**config.mk**
```make
export PLATFORM = sky130hd
export DESIGN_NAME = miriscv_dmem_arb
export DESIGN_NICKNAME = d
export VERILOG_FILES = /design/src/rtl/miriscv_dmem_arb.sv
export SDC_FILE = /design/constraint.sdc
export NUM_CORES = 1
export LEC_CHECK = 0
export ABC_CLOCK_PERIOD_IN_PS = 2800
export CORE_AREA = 3 3 122 124
export DETAILED_ROUTE_END_ITERATION = 10
export DIE_AREA = 0 0 125 127
export PLACE_DENSITY = 0.73
export SKIP_CTS_REPAIR_TIMING = 1
export SLEW_MARGIN = 20
export SYNTH_ARGS = -nofsm -noshare
export SYNTH_HDL_FRONTEND = slang
export SYNTH_SLANG_ARGS = --single-unit
export TNS_END_PERCENT = 1
```
**constraint.sdc**
```tcl
create_clock -name clk_i -period 2.8 [get_ports clk_i]
set_clock_uncertainty 0.1 [all_clocks]
set_input_delay 0.56 -clock clk_i [delete_from_list [all_inputs] [get_ports clk_i]]
set_output_delay 0.56 -clock clk_i [all_outputs]
set_load 0.01 [all_outputs]
```
**src/rtl/miriscv_dmem_arb.sv**
```systemverilog
// Two-port round-robin data-memory arbiter, one outstanding transaction.
// Optional busy-timeout abort enabled by defining DMEM_ARB_TIMEOUT_EN.
//
// state | meaning
// IDLE  | no transaction, arbitrate requests
// BUSY0 | port 0 transaction on the memory bus
// BUSY1 | port 1 transaction on the memory bus
module miriscv_dmem_arb #(
  parameter int unsigned TIMEOUT_CYCLES = 255
) (
  input  logic        clk_i,
  input  logic        arstn_i,
  input  logic        m0_req_i,
  input  logic        m0_we_i,
  input  logic [3:0]  m0_be_i,
  input  logic [31:0] m0_addr_i,
  input  logic [31:0] m0_wdata_i,
  output logic [31:0] m0_rdata_o,
  output logic        m0_ready_o,
  output logic        m0_err_o,
  input  logic        m1_req_i,
  input  logic        m1_we_i,
  input  logic [3:0]  m1_be_i,
  input  logic [31:0] m1_addr_i,
  input  logic [31:0] m1_wdata_i,
  output logic [31:0] m1_rdata_o,
  output logic        m1_ready_o,
  output logic        m1_err_o,
  output logic        mem_req_o,
  output logic        mem_we_o,
  output logic [3:0]  mem_be_o,
  output logic [31:0] mem_addr_o,
  output logic [31:0] mem_wdata_o,
  input  logic [31:0] mem_rdata_i,
  input  logic        mem_ready_i
);

  typedef enum logic [1:0] {IDLE, BUSY0, BUSY1} state_t;

  state_t      state_q, state_d;
  logic        last_grant_q, last_grant_d;
  logic        grant0, grant1;
  logic        busy, timeout;
  logic        we_q;
  logic [3:0]  be_q;
  logic [31:0] addr_q, wdata_q;

  if (TIMEOUT_CYCLES < 1 || TIMEOUT_CYCLES > 65535) begin : g_bad_timeout
    $error("TIMEOUT_CYCLES out of range 1..65535");
  end

  assign busy = (state_q != IDLE);

  always_comb begin
    state_d      = state_q;
    last_grant_d = last_grant_q;
    grant0       = 1'b0;
    grant1       = 1'b0;
    case (state_q)
      IDLE: begin
        // port 0 wins a tie only when port 1 was granted last
        if (m0_req_i && (!m1_req_i || last_grant_q)) begin
          grant0       = 1'b1;
          state_d      = BUSY0;
          last_grant_d = 1'b0;
        end else if (m1_req_i) begin
          grant1       = 1'b1;
          state_d      = BUSY1;
          last_grant_d = 1'b1;
        end
      end
      BUSY0, BUSY1: if (mem_ready_i || timeout) state_d = IDLE;
      default: state_d = IDLE;
    endcase
  end

  always_ff @(posedge clk_i or posedge arstn_i) begin
    if (arstn_i) begin
      state_q      <= IDLE;
      last_grant_q <= 1'b1;
      we_q         <= 1'b0;
      be_q         <= '0;
      addr_q       <= '0;
      wdata_q      <= '0;
    end else begin
      state_q      <= state_d;
      last_grant_q <= last_grant_d;
      if (grant0) begin
        we_q    <= m0_we_i;
        be_q    <= m0_be_i;
        addr_q  <= m0_addr_i;
        wdata_q <= m0_wdata_i;
      end else if (grant1) begin
        we_q    <= m1_we_i;
        be_q    <= m1_be_i;
        addr_q  <= m1_addr_i;
        wdata_q <= m1_wdata_i;
      end
    end
  end

`ifdef DMEM_ARB_TIMEOUT_EN
  logic [15:0] to_cnt_q;

  // count equals completed busy cycles, so the limit hits on the last allowed one
  assign timeout = busy && !mem_ready_i && (to_cnt_q == 16'(TIMEOUT_CYCLES - 1));

  always_ff @(posedge clk_i or posedge arstn_i) begin
    if (arstn_i)           to_cnt_q <= '0;
    else if (!busy)        to_cnt_q <= '0;
    else if (!mem_ready_i) to_cnt_q <= to_cnt_q + 16'd1;
  end

  assign m0_err_o = (state_q == BUSY0) && timeout;
  assign m1_err_o = (state_q == BUSY1) && timeout;
`else
  assign timeout  = 1'b0;
  assign m0_err_o = 1'b0;
  assign m1_err_o = 1'b0;
`endif

  assign m0_ready_o = (state_q == BUSY0) && (mem_ready_i || timeout);
  assign m1_ready_o = (state_q == BUSY1) && (mem_ready_i || timeout);
  assign m0_rdata_o = ((state_q == BUSY0) && mem_ready_i) ? mem_rdata_i : '0;
  assign m1_rdata_o = ((state_q == BUSY1) && mem_ready_i) ? mem_rdata_i : '0;

  assign mem_req_o   = busy;
  assign mem_we_o    = busy && we_q;
  assign mem_be_o    = busy ? be_q    : '0;
  assign mem_addr_o  = busy ? addr_q  : '0;
  assign mem_wdata_o = busy ? wdata_q : '0;

endmodule

```
======== After elaboration in Yosys (flattened, before gate mapping) ========
Index checks and enable logic that the tools add are counted.
operators by class
  equality and inequality tests ........... 4
  multiplexer cells ....................... 24
  reduce and logical (&&, ||, !) cells .... 13
operator list
  operator            count
  $mux 32             8
  $mux 4              3
  $mux 1              9
  $mux 2              3
  $reduce_bool 2->1   3
  $logic_and 1x1->1   4
  $pmux 2 s2          1
  $reduce_and 2->1    2
  $ne 3x3->1 const B  1
  $eq 2x1->1 const B  1
  $eq 2x2->1 const B  1
  $logic_not 2->1     1
  $ne 2x2->1 const B  1
  $reduce_or 2->1     1
  $logic_not 1->1     1
  $logic_or 1x1->1    1
word-level totals
  register bits after elaboration ......... 72
  input port bits ......................... 175
  output and inout port bits .............. 138
  logic and storage cells ................. 47

======== Longest topological paths before layout ========
  word-level depth ........................ 7
  gate-level depth with buffers ........... 7
  gate-level depth less buffers ........... 5

======== Worst setup path after synthesis ========
OpenSTA, ideal clock, no wires.
  path kind ............................... register to output
  start ................................... reg state_q[0]
  end ..................................... out mem_addr_o[0]
  arrival ................................. 1.277 ns
  data required time ...................... 2.140 ns
  slack ................................... 0.863 ns
  stages on the path, launching flop included .. 6
  buffers on the path ..................... 2
  path through ............................ dfrtp_1 inv_1 ha_1 clkbuf_1 buf_2 nor2b_1
on the way
  cells in the longest elaborated chain, start to end .. 2
ends and longest elaborated chain
  item                    RTL line  RTL
  start, declared         40        state_t state_q, state_d;
  start signal, assigned  86        state_q <= state_d;
  $reduce_bool 2->1       52        assign busy = (state_q != IDLE);
  $mux 32                 130       assign mem_addr_o = busy ? addr_q : '0;
  end, declared           32        output logic [31:0] mem_addr_o,
No other way between the ends.

======== Worst setup path after layout ========
  start ................................... in mem_ready_i
  end ..................................... out m1_rdata_o[29]
on the way
  cells in the longest elaborated chain, start to end .. 2
ends and longest elaborated chain
  item               RTL line  RTL
  start, declared    35        input logic mem_ready_i
  $logic_and 1x1->1  125       assign m1_rdata_o = ((state_q == BUSY1) && mem_ready_i) ? mem_rdata_i : '0;
  $mux 32            125
  end, declared      26        output logic [31:0] m1_rdata_o,
No other way between the ends.

==> reports/results.txt <==
I/O Pins - 313
Leak pwr - 3.11 nW
Clock Sink Count - 72
Synth-to-Final Area Change - 83.1%
Cells after DPL - 867
Nets - 876
Clk buf depth - 2
Initial Utilization - 30.7%
Max cap viols - 0
Buffers on Ports - 310
Min cycle time layout - 2.70 ns
Pin count of the biggest net entering global routing - 73
Final Power - 7.39 mW
Dpl ws - 0.0975 ns
Global Route Usage Sum - 19.5%
Initial DRC count - 149
Reg2Reg Depth - 6
Register area - 1800 sq um
Vias in the first global route - 4579
Cell taking the most area after synthesis - dfrtp_1
Setup TNS - 0 ns
Pwr/cell area - 948 nW/um^2
Drc violations - 0
Synth warn - 0
Crit path capture type - output pin
Initial antenna violation count - 0
Die ar. - 15900 sq um
Fin crit share - 96.4%
HPWL Detailed - 12.0 mm
Vias/cell - 4.97
Hold crit path type - reg -> reg
WP data arrival - 2.04 ns
GPL Wtd Cong - 0.874
Crit start category - input port
Critical path class - in -> out
Worst skew pair latency - 0.31 ns
Share of the synthesized area in the top cell type - 41.7%
Post-synthesis register bit count - 72
Final Max Tran Viols - 0
WP data required - 2.14 ns
Wire per inst - 18.3 microns
TritonCTS clock tree - done
Worst reg2reg startpoint - state_q[0]$_DFFE_PP0P_
Unrepaired setup endpoints after global routing - no
Layout cells sized above 1 - 4.41%
Footprint of the multi-input gates - 2190 sq um
Synth top area cells - dfrtp_1, o221a_1, nor2b_1
HP Start - last_grant_q$_DFFE_PP1P_
Final setup margin - 0.0999 ns
Syn avg cell area - 10.4 sq um
Clk pin slew, worst setup/hold paths - 0.05 ns
Synth cell types - 22
Cell row count - 43
Hold path depth - 2
Post-Syn Instances - 410
Final ANT Viol Nets - 0
Placeable Area - 13900 sq um
ANT cells - 0
Crit Path Max Fanout - 67
Hold Path End - last_grant_q$_DFFE_PP1P_
Non-filler cells, final - 883
Cts bufs inserted - 9
Die width - 125 microns
Htree depth - 3
First-pass GRT wire length - 24.8 mm
Status - completed
Drt total wl - 16.1 mm
Highest achievable clock rate - 0.370 GHz
Max rail drop VDD - 0.502 mV
Final setup vio count - 0
Initial DRT Pass Iterations - 4
Height of the die - 127 microns
Worst R2R End - wdata_q[0]$_DFFE_PP0P_
DR vias - 4392
Seq/Total Area, Yosys - 42.3%
Mapped cell area - 4260 sq um
Clock root buffer - clkbuf_16
Worst R2R Setup Slack - 0.88 ns
Fill count - 1187
Final Hold Vio Count - 0
Gr ovfl total - 0
[worst max-delay path, stage by stage]
cell and delay [ns]:
clkdlybuf4s50_1 0.50, buf_12 0.22, and3_1 0.21, clkdlybuf4s50_1 0.54
[final cells by class]
type,instances,share of cell area (%)
repair buffers,320,41.7
inverters,6,0.289
clock inverters,3,0.514
well taps,180,2.89
multi-input cells,289,28.1
clock buffers,13,3.34
flip-flops and latches,72,23.1
[cell families after synthesis]
family	share of synthesized area (%)
compound gates	19.7
fa+ha+maj	0.882
buf+inv	6.61
flops	42.3
other cells	0.0881
simple gates	30.3
[where the power goes]
part,switching (mW),internal (mW)
combinational,1.93,2.54
sequential,0.220,1.55
clock,0.413,0.736
total,2.56,4.83
[state kept, by name, indices dropped and copies added, names as in the netlist]
| signal | cells |
|---|---|
| we_q | 1 |
| last_grant_q | 1 |
| addr_q | 32 |
| wdata_q | 32 |
| be_q | 4 |
| state_q | 2 |
[metal layers]
layer,up-vias,global-route usage (%),part of all wire [%]
li1,2046,-,-
met1,2118,21.7,37
met2,203,36.2,54
met3,25,4.47,6.5
met4,0,7.08,2.8
met5,-,0,0
[stage by stage]
step,util [%],hold slack [ns],instance area [sq um]
3_5_place_dp,54.0,0.448,7500
3_3_place_gp,54.0,0.434,7500
4_1_cts,56.2,0.457,7800
5_1_grt,56.2,0.480,7800
2_1_floorplan,-,0.419,4260
6_report,56.2,0.456,7800
[how the worst max path moves through the flow]
stage,from,endpoint,slack [ns],depth (start not counted)
CTS,mem_ready_i,m0_rdata_o[29],0.1,4
global placement,mem_ready_i,m1_rdata_o[4],0.13,4
floorplan,arstn_i,addr_q[0]$_DFFE_PP0P_,0.32,1
finish,mem_ready_i,m1_rdata_o[29],0.1,4
detailed placement,mem_ready_i,m0_rdata_o[29],0.1,4
global route,state_q[1]$_DFFE_PP0P_,m0_rdata_o[29],0.01,5
[synth_stat cells (all sizes together)]
| cell | count |
|---|---|
| a21oi | 3 |
| clkbuf | 15 |
| a31oi | 1 |
| inv | 6 |
| nand2 | 1 |
| buf | 29 |
| o21ai | 1 |
| o221a | 69 |
| nand3 | 1 |
| ha | 3 |
| conb | 1 |
| and3 | 64 |
| o22ai | 2 |
| nand2b | 69 |
| o211ai | 1 |
| nor2b | 70 |
| dfstp | 1 |
| dfrtp | 71 |
| and2 | 2 |
[cell usage in the layout (no fill, tap or decap), types with 3 or more instances in the layout]
| cell | count |
|---|---|
| a21oi_1 | 3 |
| and3_1 | 64 |
| buf_12 | 6 |
| buf_4 | 4 |
| clkbuf_16 | 9 |
| clkdlybuf4s50_1 | 310 |
| dfrtp_1 | 71 |
| inv_1 | 4 |
| nand2b_1 | 69 |
| nor2b_1 | 70 |
| o221a_1 | 69 |
Power figures use the tool's default switching activity.
